$ cat src/rtl/uart_frame_rx_if.sv
// ----------------------------------------------------------------------------
// uart_frame_rx_if
//
// Purpose : bundles the two streaming sides of the packet deframer.
//           - uart_unit receive FIFO side: rx_empty, r_data (input to the
//             deframer), rd_uart (pop strobe from the deframer).
//           - payload stream side: pl_data, pl_valid, pl_last (from the
//             deframer), pl_ready (from downstream).
//
// Modports:
//   master : the deframer (drives rd_uart and the pl_* payload stream)
//   slave  : the environment (drives rx_empty, r_data and pl_ready)
// ----------------------------------------------------------------------------
interface uart_frame_rx_if;
    logic       rx_empty;
    logic [7:0] r_data;
    logic       rd_uart;
    logic [7:0] pl_data;
    logic       pl_valid;
    logic       pl_last;
    logic       pl_ready;

    modport master (
        input  rx_empty, r_data, pl_ready,
        output rd_uart, pl_data, pl_valid, pl_last
    );

    modport slave (
        output rx_empty, r_data, pl_ready,
        input  rd_uart, pl_data, pl_valid, pl_last
    );
endinterface

$ cat src/rtl/uart_frame_rx.sv
// ----------------------------------------------------------------------------
// uart_frame_rx
//
// Purpose : packet deframer sitting behind uart_unit's receive FIFO. Hunts for
//           frames SOF, LEN, LEN payload bytes, CHK; buffers the payload and
//           releases it on a valid/ready stream only if the checksum
//           (LEN + payload + CHK) mod 256 is zero. Length, checksum and
//           inter-byte timeout errors drop the frame.
//
// Ports   :
//   clk        system clock
//   reset_n    synchronous active-low reset
//   bus        uart_frame_rx_if.master (rx_empty/r_data/rd_uart FIFO pop,
//              pl_data/pl_valid/pl_last/pl_ready payload stream)
//   frame_ok   one-cycle pulse, frame validated (coincides with first pl_valid)
//   frame_err  one-cycle pulse, frame dropped
//   err_code   last error cause: 01 length, 10 checksum, 11 timeout
//   good_cnt   saturating count of validated frames (stats build only)
//   err_cnt    saturating count of dropped frames (stats build only)
//
// Build option:
//   UART_FRAME_STATS_EN  defined -> good_cnt/err_cnt counters present;
//                        undefined -> both ports tied to zero.
// ----------------------------------------------------------------------------
module uart_frame_rx #(
    parameter int         MAX_LEN     = 16,
    parameter logic [7:0] SOF         = 8'hA5,
    parameter int         TIMEOUT_CYC = 200000
) (
    input  logic            clk,
    input  logic            reset_n,
    uart_frame_rx_if.master bus,
    output logic            frame_ok,
    output logic            frame_err,
    output logic [1:0]      err_code,
    output logic [15:0]     good_cnt,
    output logic [15:0]     err_cnt
);
    localparam int          IDX_W     = (MAX_LEN > 1) ? $clog2(MAX_LEN) : 1;
    localparam logic [7:0]  MAX_LEN_B = 8'(MAX_LEN);
    localparam logic [23:0] TO_LAST   = 24'(TIMEOUT_CYC - 1);

    localparam logic [2:0] S_HUNT    = 3'd0;
    localparam logic [2:0] S_LEN     = 3'd1;
    localparam logic [2:0] S_PAYLOAD = 3'd2;
    localparam logic [2:0] S_CHK     = 3'd3;
    localparam logic [2:0] S_DRAIN   = 3'd4;

    localparam logic [1:0] E_LEN     = 2'b01;
    localparam logic [1:0] E_CHK     = 2'b10;
    localparam logic [1:0] E_TIMEOUT = 2'b11;

    logic [2:0]  state;
    logic [7:0]  len;      // LEN of the frame in progress / being drained
    logic [7:0]  idx;      // payload write index
    logic [7:0]  rd_idx;   // index of the NEXT byte to present in DRAIN
    logic [7:0]  sum;      // running LEN + payload sum, mod 256
    logic [23:0] to_cnt;   // idle cycles since the last accepted byte
    logic [7:0]  pl_mem [MAX_LEN];
    logic        in_frame;
    logic        accept;

    assign in_frame    = (state == S_LEN) || (state == S_PAYLOAD) || (state == S_CHK);
    // DRAIN never pops, which backpressures the uart_unit FIFO.
    assign bus.rd_uart = !bus.rx_empty && ((state == S_HUNT) || in_frame);
    assign accept      = bus.rd_uart;

    // NOTE: the payload buffer has no reset; DRAIN only reads entries written
    // by the current frame, so reset values would never be observed.
    always_ff @(posedge clk) begin
        if (accept && (state == S_PAYLOAD)) begin
            pl_mem[idx[IDX_W-1:0]] <= bus.r_data;
        end
    end

    // NOTE: all state is updated with non-blocking assignments so every
    // branch below sees the pre-edge values of state, sum, idx and to_cnt.
    always_ff @(posedge clk) begin
        if (!reset_n) begin
            state        <= S_HUNT;
            len          <= '0;
            idx          <= '0;
            rd_idx       <= '0;
            sum          <= '0;
            to_cnt       <= '0;
            bus.pl_data  <= '0;
            bus.pl_valid <= 1'b0;
            bus.pl_last  <= 1'b0;
            frame_ok     <= 1'b0;
            frame_err    <= 1'b0;
            err_code     <= '0;
        end else begin
            frame_ok  <= 1'b0;
            frame_err <= 1'b0;

            // Inside a frame, a cycle without an accepted byte means the FIFO
            // is empty; that is the only case where the timeout can advance.
            if (in_frame && !accept) begin
                if (to_cnt == TO_LAST) begin
                    to_cnt    <= '0;
                    frame_err <= 1'b1;
                    err_code  <= E_TIMEOUT;
                    state     <= S_HUNT;
                end else begin
                    to_cnt <= to_cnt + 24'd1;
                end
            end else begin
                to_cnt <= '0;
            end

            case (state)
                S_HUNT: begin
                    if (accept && (bus.r_data == SOF)) begin
                        sum   <= '0;
                        state <= S_LEN;
                    end
                end

                S_LEN: begin
                    if (accept) begin
                        if ((bus.r_data == 8'd0) || (bus.r_data > MAX_LEN_B)) begin
                            frame_err <= 1'b1;
                            err_code  <= E_LEN;
                            state     <= S_HUNT;
                        end else begin
                            len   <= bus.r_data;
                            sum   <= bus.r_data;
                            idx   <= '0;
                            state <= S_PAYLOAD;
                        end
                    end
                end

                S_PAYLOAD: begin
                    if (accept) begin
                        sum <= sum + bus.r_data;
                        idx <= idx + 8'd1;
                        if (idx == len - 8'd1) begin
                            state <= S_CHK;
                        end
                    end
                end

                S_CHK: begin
                    if (accept) begin
                        if ((sum + bus.r_data) == 8'd0) begin
                            // First payload byte is presented together with frame_ok.
                            frame_ok     <= 1'b1;
                            bus.pl_valid <= 1'b1;
                            bus.pl_data  <= pl_mem[0];
                            bus.pl_last  <= (len == 8'd1);
                            rd_idx       <= 8'd1;
                            state        <= S_DRAIN;
                        end else begin
                            frame_err <= 1'b1;
                            err_code  <= E_CHK;
                            state     <= S_HUNT;
                        end
                    end
                end

                S_DRAIN: begin
                    // pl_valid is high throughout DRAIN, so pl_ready alone
                    // marks a handshake.
                    if (bus.pl_ready) begin
                        if (bus.pl_last) begin
                            bus.pl_valid <= 1'b0;
                            bus.pl_last  <= 1'b0;
                            state        <= S_HUNT;
                        end else begin
                            bus.pl_data <= pl_mem[rd_idx[IDX_W-1:0]];
                            bus.pl_last <= (rd_idx == len - 8'd1);
                            rd_idx      <= rd_idx + 8'd1;
                        end
                    end
                end

                default: state <= S_HUNT;
            endcase
        end
    end

`ifdef UART_FRAME_STATS_EN
    always_ff @(posedge clk) begin
        if (!reset_n) begin
            good_cnt <= '0;
            err_cnt  <= '0;
        end else begin
            if (frame_ok && (good_cnt != 16'hFFFF)) begin
                good_cnt <= good_cnt + 16'd1;
            end
            if (frame_err && (err_cnt != 16'hFFFF)) begin
                err_cnt <= err_cnt + 16'd1;
            end
        end
    end
`else
    assign good_cnt = '0;
    assign err_cnt  = '0;
`endif

endmodule

$ cat src/flat_wrapper.sv
// flat-port wrapper written by rule: the top's interface ports become plain ports
module uart_frame_rx_flat 
#(
    parameter int         MAX_LEN     = 16,
    parameter logic [7:0] SOF         = 8'hA5,
    parameter int         TIMEOUT_CYC = 200000
)
  (clk, reset_n, frame_ok, frame_err, err_code, good_cnt, err_cnt, bus_rx_empty, bus_r_data, bus_pl_ready, bus_rd_uart, bus_pl_data, bus_pl_valid, bus_pl_last);
  uart_frame_rx_if bus_i ();
  input  logic clk;
  input  logic reset_n;
  output logic frame_ok;
  output logic frame_err;
  output logic [1:0] err_code;
  output logic [15:0] good_cnt;
  output logic [15:0] err_cnt;
  input wire logic [$bits(bus_i.rx_empty)-1:0] bus_rx_empty;
  input wire logic [$bits(bus_i.r_data)-1:0] bus_r_data;
  input wire logic [$bits(bus_i.pl_ready)-1:0] bus_pl_ready;
  output wire logic [$bits(bus_i.rd_uart)-1:0] bus_rd_uart;
  output wire logic [$bits(bus_i.pl_data)-1:0] bus_pl_data;
  output wire logic [$bits(bus_i.pl_valid)-1:0] bus_pl_valid;
  output wire logic [$bits(bus_i.pl_last)-1:0] bus_pl_last;
  assign bus_i.rx_empty = bus_rx_empty;
  assign bus_i.r_data = bus_r_data;
  assign bus_i.pl_ready = bus_pl_ready;
  assign bus_rd_uart = bus_i.rd_uart;
  assign bus_pl_data = bus_i.pl_data;
  assign bus_pl_valid = bus_i.pl_valid;
  assign bus_pl_last = bus_i.pl_last;
  uart_frame_rx #(.MAX_LEN(MAX_LEN), .SOF(SOF), .TIMEOUT_CYC(TIMEOUT_CYC)) u_core (.clk(clk), .reset_n(reset_n), .bus(bus_i), .frame_ok(frame_ok), .frame_err(frame_err), .err_code(err_code), .good_cnt(good_cnt), .err_cnt(err_cnt));
endmodule
$ cat config.mk
export PLATFORM = sky130hd
export DESIGN_NAME = uart_frame_rx_flat
export DESIGN_NICKNAME = d
export VERILOG_FILES = /design/src/rtl/uart_frame_rx_if.sv /design/src/rtl/uart_frame_rx.sv /design/src/flat_wrapper.sv
export SDC_FILE = /design/constraint.sdc
export NUM_CORES = 1
export LEC_CHECK = 0
export ABC_AREA = 1
export CORE_MARGIN = 10
export CORE_UTILIZATION = 40
export DETAILED_ROUTE_END_ITERATION = 7
export PLACE_DENSITY = 0.56
export SKIP_CTS_REPAIR_TIMING = 1
export SYNTH_ARGS = -nofsm -noshare
export SYNTH_HDL_FRONTEND = slang
export SYNTH_SLANG_ARGS = --single-unit
$ cat constraint.sdc
create_clock -name clk -period 5.6 [get_ports clk]
set_input_delay 1.4 -clock clk [delete_from_list [all_inputs] [get_ports clk]]
set_output_delay 1.4 -clock clk [all_outputs]
set_load 0.02 [all_outputs]
Word-level counts from Yosys, hierarchy flattened --
Memory sizes are Yosys's and may differ from the RTL's. A register that Yosys moved wholly into a read port is not among the register bits. Cells that the tools add are included.
Operators by class: multiplexer cells 60, add/sub/neg operators 5, reductions and logical operators 24, equal/unequal tests 18, magnitude comparators 1, bitwise gates (word level) 3
Operators with widths (number):
- 2-to-1 mux 8 bit | 15
- case mux 8 bit (2 select lines) | 3
- 2-to-1 mux 3 bit | 10
- adder 24 x 1 -> 24 bit, second input constant | 1
- equality test 24 x 18 -> 1 bit, second input constant | 1
- case mux 8 bit (3 select lines) | 1
- 2-to-1 mux 1 bit | 17
- adder 8 x 1 -> 8 bit, second input constant | 2
- equality test 8 bit | 2
- zero test 8 bit | 2
- case mux 3 bit (5 select lines) | 1
- AND reduction 5 bit | 3
- 2-to-1 mux 2 bit | 7
- != test 2 bit, second input constant | 5
- adder 8 bit | 1
- equality test 8 x 1 -> 1 bit, second input constant | 1
- equality test 8 bit, second input constant | 1
- greater-than comparator 8 x 5 -> 1 bit, second input constant | 1
- 2-to-1 mux 4 bit | 2
- != test 2 x 1 -> 1 bit, second input constant | 4
- AND reduction 4 bit | 2
- subtractor 8 x 1 -> 8 bit, second input constant | 1
- equality test 3 x 2 -> 1 bit, second input constant | 2
- case mux 1 bit (2 select lines) | 3
- 12 further kinds | 23
Storage, ports and cells: flip-flop bits (word level) 73, output and inout bits 47, memories kept 1, memory bits (writable) 128, word-level logic and storage cells 124
Memory list:
- u_core.pl_mem | depth 16, bits a word 8, rd ports 2, clocked after Yosys merged registers in 1, write ports 1, RTL line uart_frame_rx.sv:59 | logic [7:0] pl_mem [MAX_LEN];

Longest topological paths before layout --
depth in word-level cells 11, mapped depth 16

Worst setup path before layout --
Ideal clock, no wire load.
path type in2reg, start input port bus_r_data[0], end register (tool-made name), arrival 3135 ps, stages on the path 16, setup slack 2395 ps, buffers on the path 1, library setup time 70 ps, path through ha_1 fa_1 nand2_1 nand2_1 nand3_1 nand2_1 nand2_1 nand2_1 nor2_2 nand3_1 nand2_4 nand2_4 inv_6 buf_12 nor2_1 nor2_1
RTL lines:
- start, declared | RTL line flat_wrapper.sv:18 | input wire logic [$bits(bus_i.r_data)-1:0] bus_r_data;

Final worst setup path --
start input port bus_rx_empty, end output port bus_rd_uart
On the way: word-level cells in the longest chain between the ends 2
RTL lines:
- start, declared | RTL line flat_wrapper.sv:17 | input wire logic [$bits(bus_i.rx_empty)-1:0] bus_rx_empty;
- zero test 1 bit | RTL line uart_frame_rx.sv:65 | assign bus.rd_uart = !bus.rx_empty && ((state == S_HUNT) || in_frame);
- logical AND 1 bit | RTL line uart_frame_rx.sv:65
- end, declared | RTL line flat_wrapper.sv:20 | output wire logic [$bits(bus_i.rd_uart)-1:0] bus_rd_uart;
No other way between the ends.

==> results.txt <==
----------------------------------------------------
[Clocking]
  Clk_lat worst skew ... 520 ps
  TritonCTS Sinks ... 205
  Root Driver ... clkbuf_16
  CTS tree ... done
  Number of buffers on the longest clock path ... 3
  Clock transition time at the flip-flop clock pins of the worst setup and hold paths ... 50 ps
  Cts bufs inserted ... 25
  Htree depth ... 1

[STA]
  Max-Slew Margin vs Limit ... between 30% and 40%
  Total count of max-transition violations in the final report ... 0
  Total Negative Setup Slacks ... 0 ps
  Setup Viol. Count Final ... 0
  RSZ-0062 raised after global routing ... false
  Clock skew ... between 10 and 15 ps
  Hold Fails Final Rpt ... 0
  Maximum operating frequency ... 238 MHz
  Slew at the pin with the worst max-slew slack ... 940 ps
  Crit share post-route ... roughly three quarters
  Post-layout min period ... approximately 4200 ps

[Final layout]
  Number of nets in the layout ... roughly 1,100
  Filler cell count ... approximately 2,300
  Design area ... between 0.01 and 0.015 mm2
  Diode count ... 0
  Share of layout cells above drive strength 1 ... 6.14%
  Synthesis-to-layout area growth ... 12.9%

[Synth]
  Mapped Cells ... 1,074
  Cell type contributing the most total cell area after synthesis ... edfxtp_1
  Ys async rst share ... 0%
  Syn Std Cell Area ... 0.00970 mm2
  Synth top cells by count ... 192 x nor2_1, 145 x nand2_1, 128 x edfxtp_1
  Leading cell type by number of instances after synthesis ... nor2_1
  Portion of synthesized cell area occupied by the leading cell type ... about two fifths
  Mean area per synthesized cell ... approximately 9 um2
  Yosys cell types ... 44
  Post-synth EDFFs ... 128
  Synth Flop Type ... edfxtp_1
  Sequential element share of the synthesized area ... 55.5%
  Register bit total from synthesis ... slightly above 200
  Number of synthesis warnings ... 0
  Leading cell types by total area after synthesis ... edfxtp_1 40%, dfxtp_1 16%, nor2_1 7.4%

[Critical path]
  Crit path kind ... in -> out
  Worst reg-to-reg path cell count ... 11
  Data required time of the critical path ... 4200 ps
  WP data arrival ... 2800 ps
  Endpoint type of the worst setup path ... primary output
  Critical path peak fanout ... 5
  Startpoint type of the worst setup path ... primary input
  Origin of the worst setup path ... bus_rx_empty

[Floorplan]
  Placeable core region ... 0.0237 mm2
  Row count ... 56
  I/O Pins ... 59
  Starting density of the core ... 41.0%
  Die area ... between 0.03 and 0.04 mm2
  Die X-Extent ... 176 um
  Die height ... 176 um

[Hold path]
  Min-Delay Path Class ... reg -> reg
  Number of cells on the worst hold path ... 1
  Launch point of the worst hold path ... u_core.to_cnt[0]

[GRT]
  Gr ovfl total ... 0
  Number of antenna violations at the first check in global routing ... 0
  Via count of the first global-routing pass ... 7,040
  Global routing met3 resource utilization ... 2.87%
  Met2 demand-to-capacity share in global routing ... 25.2%
  Global routing's busiest layer ... met2
  Met1 Usage GRT ... 19.8%
  Overall Global Routing Usage ... 15.1%
  Global-route wire length before repair ... 38.0 mm
  Largest net degree at the start of global routing ... 61

[Job]
  # Max-Cap Violations ... 0

[Pwr]
  Fraction of power spent switching nets ... between 20% and 30%
  Reg power frac ... 50.0%
  Net switching power ... 0.000678 W
  Share of total power in combinational logic ... 2.6%
  Cell Int Power ... 0.00253 W
  Total leakage power ... between 3 and 4 nW
  Part of the power in the clock network ... 47.4%
  Max IR drop VDD ... 255 uV
  Power density over the cells ... 293 mW/mm2

[Route]
  Vias after detailed routing ... 7,247
  Antenna viol nets, final ... 0
  Iteration-0 DRC Markers ... 581
  Drt pass-1 iters ... 5
  Drc violations ... 0
  Routed vias/inst ... 5.03
  Average wire per standard cell ... 16.4 um
  Final Routed Wirelength ... 23.6 mm

[Status]
  Status ... complete, no violations

[Place]
  Post-place instance area ... 0.0102 mm2
  Detailed placer's ending HPWL ... between 15 and 20 mm
  Routability Congestion ... 0.821
  Count of input and output buffers ... 26

----------------------------------------------------
## cells in the final DEF, fill, tap and decap left out, types with 18 or more instances in the layout
cell               n
nor2_1           192
nand2_1          145
edfxtp_1         128
o21ai_0          100
inv_1             93
dfxtp_1           76
nand3_1           69
a21oi_1           46
conb_1            32
clkdlybuf4s50_1   26
clkbuf_16         25
nor3_1            24
xor2_1            21
o211ai_1          18
## worst paths after layout
kind	to	slack [ps]
worst max register to register	u_core.bus.pl_data[6]	3030
worst max-delay path	bus_rd_uart	1400
worst min register to register	u_core.to_cnt[0]	450
worst min-delay path	u_core.to_cnt[0]	450
## final cells by class
type / count / area (um2) / area share (%)
Inverter: 100 / 380 / 3.47
Sequential cell: 205 / 5390 / 49.2
Tap cell: 319 / 399 / 3.64
Clock inverter: 10 / 76.3 / 0.697
Multi-Input combinational cell: 733 / 3660 / 33.4
Timing Repair Buffer: 39 / 358 / 3.27
Clock buffer: 36 / 697 / 6.36
## stage by stage
step           setup WS (ps)  hold slack (ps)  std cells  power [W]  util [%]
6_report                1400              448       1442    0.00321      46.2
3_3_place_gp            1390              434       1396    0.00172      43.0
5_1_grt                 1360              462       1442    0.00331      46.2
3_5_place_dp            1370              443       1396    0.00172      43.0
2_1_floorplan           2390              418       1105    0.00169         -
4_1_cts                 1400              450       1442    0.00325      46.2
## worst max-delay path, stage by stage
cell             delay (ps)
clkdlybuf4s50_1         410
nor2_1                  300
clkdlybuf4s50_1         680
## kinds of logic after synthesis
| group | Yosys count | synth area share [%] |
|---|---|---|
| simple gates | 464 | 20.3 |
| other cells | 1 | 0.0386 |
| flops | 205 | 55.5 |
| xor+xnor | 28 | 2.67 |
| buf+inv | 167 | 8.03 |
| fa+ha+maj | 16 | 2.14 |
| compound gates | 193 | 11.3 |
## per-layer routing
metal  wire length [um]  vias to the layer above
met2              11100                      199
li1                   -                     3643
met4                408                        0
met5                  0                        -
met1              10600                     3377
met3               1500                       28
## power by group through the flow
stage	Sequential (W)	Clock, W	Combinational, W
3_5_place_dp	0.00163	0	0.0000840
5_1_grt	0.00160	0.00162	0.0000937
2_1_floorplan	0.00163	0	0.0000593
4_1_cts	0.00160	0.00156	0.0000842
3_3_place_gp	0.00163	0	0.0000835
6_report	0.00160	0.00152	0.0000843
## sequential cells by signal (all words and copies together), names as in the netlist, 3 cells and up, named ones only
name,flops
u_core.pl_mem,128
u_core.to_cnt,24
u_core.bus.pl_data,8
u_core.idx,8
u_core.len,8
u_core.rd_idx,8
u_core.sum,8
u_core.state,3
No activity file was read; power rests on OpenSTA's default activity.
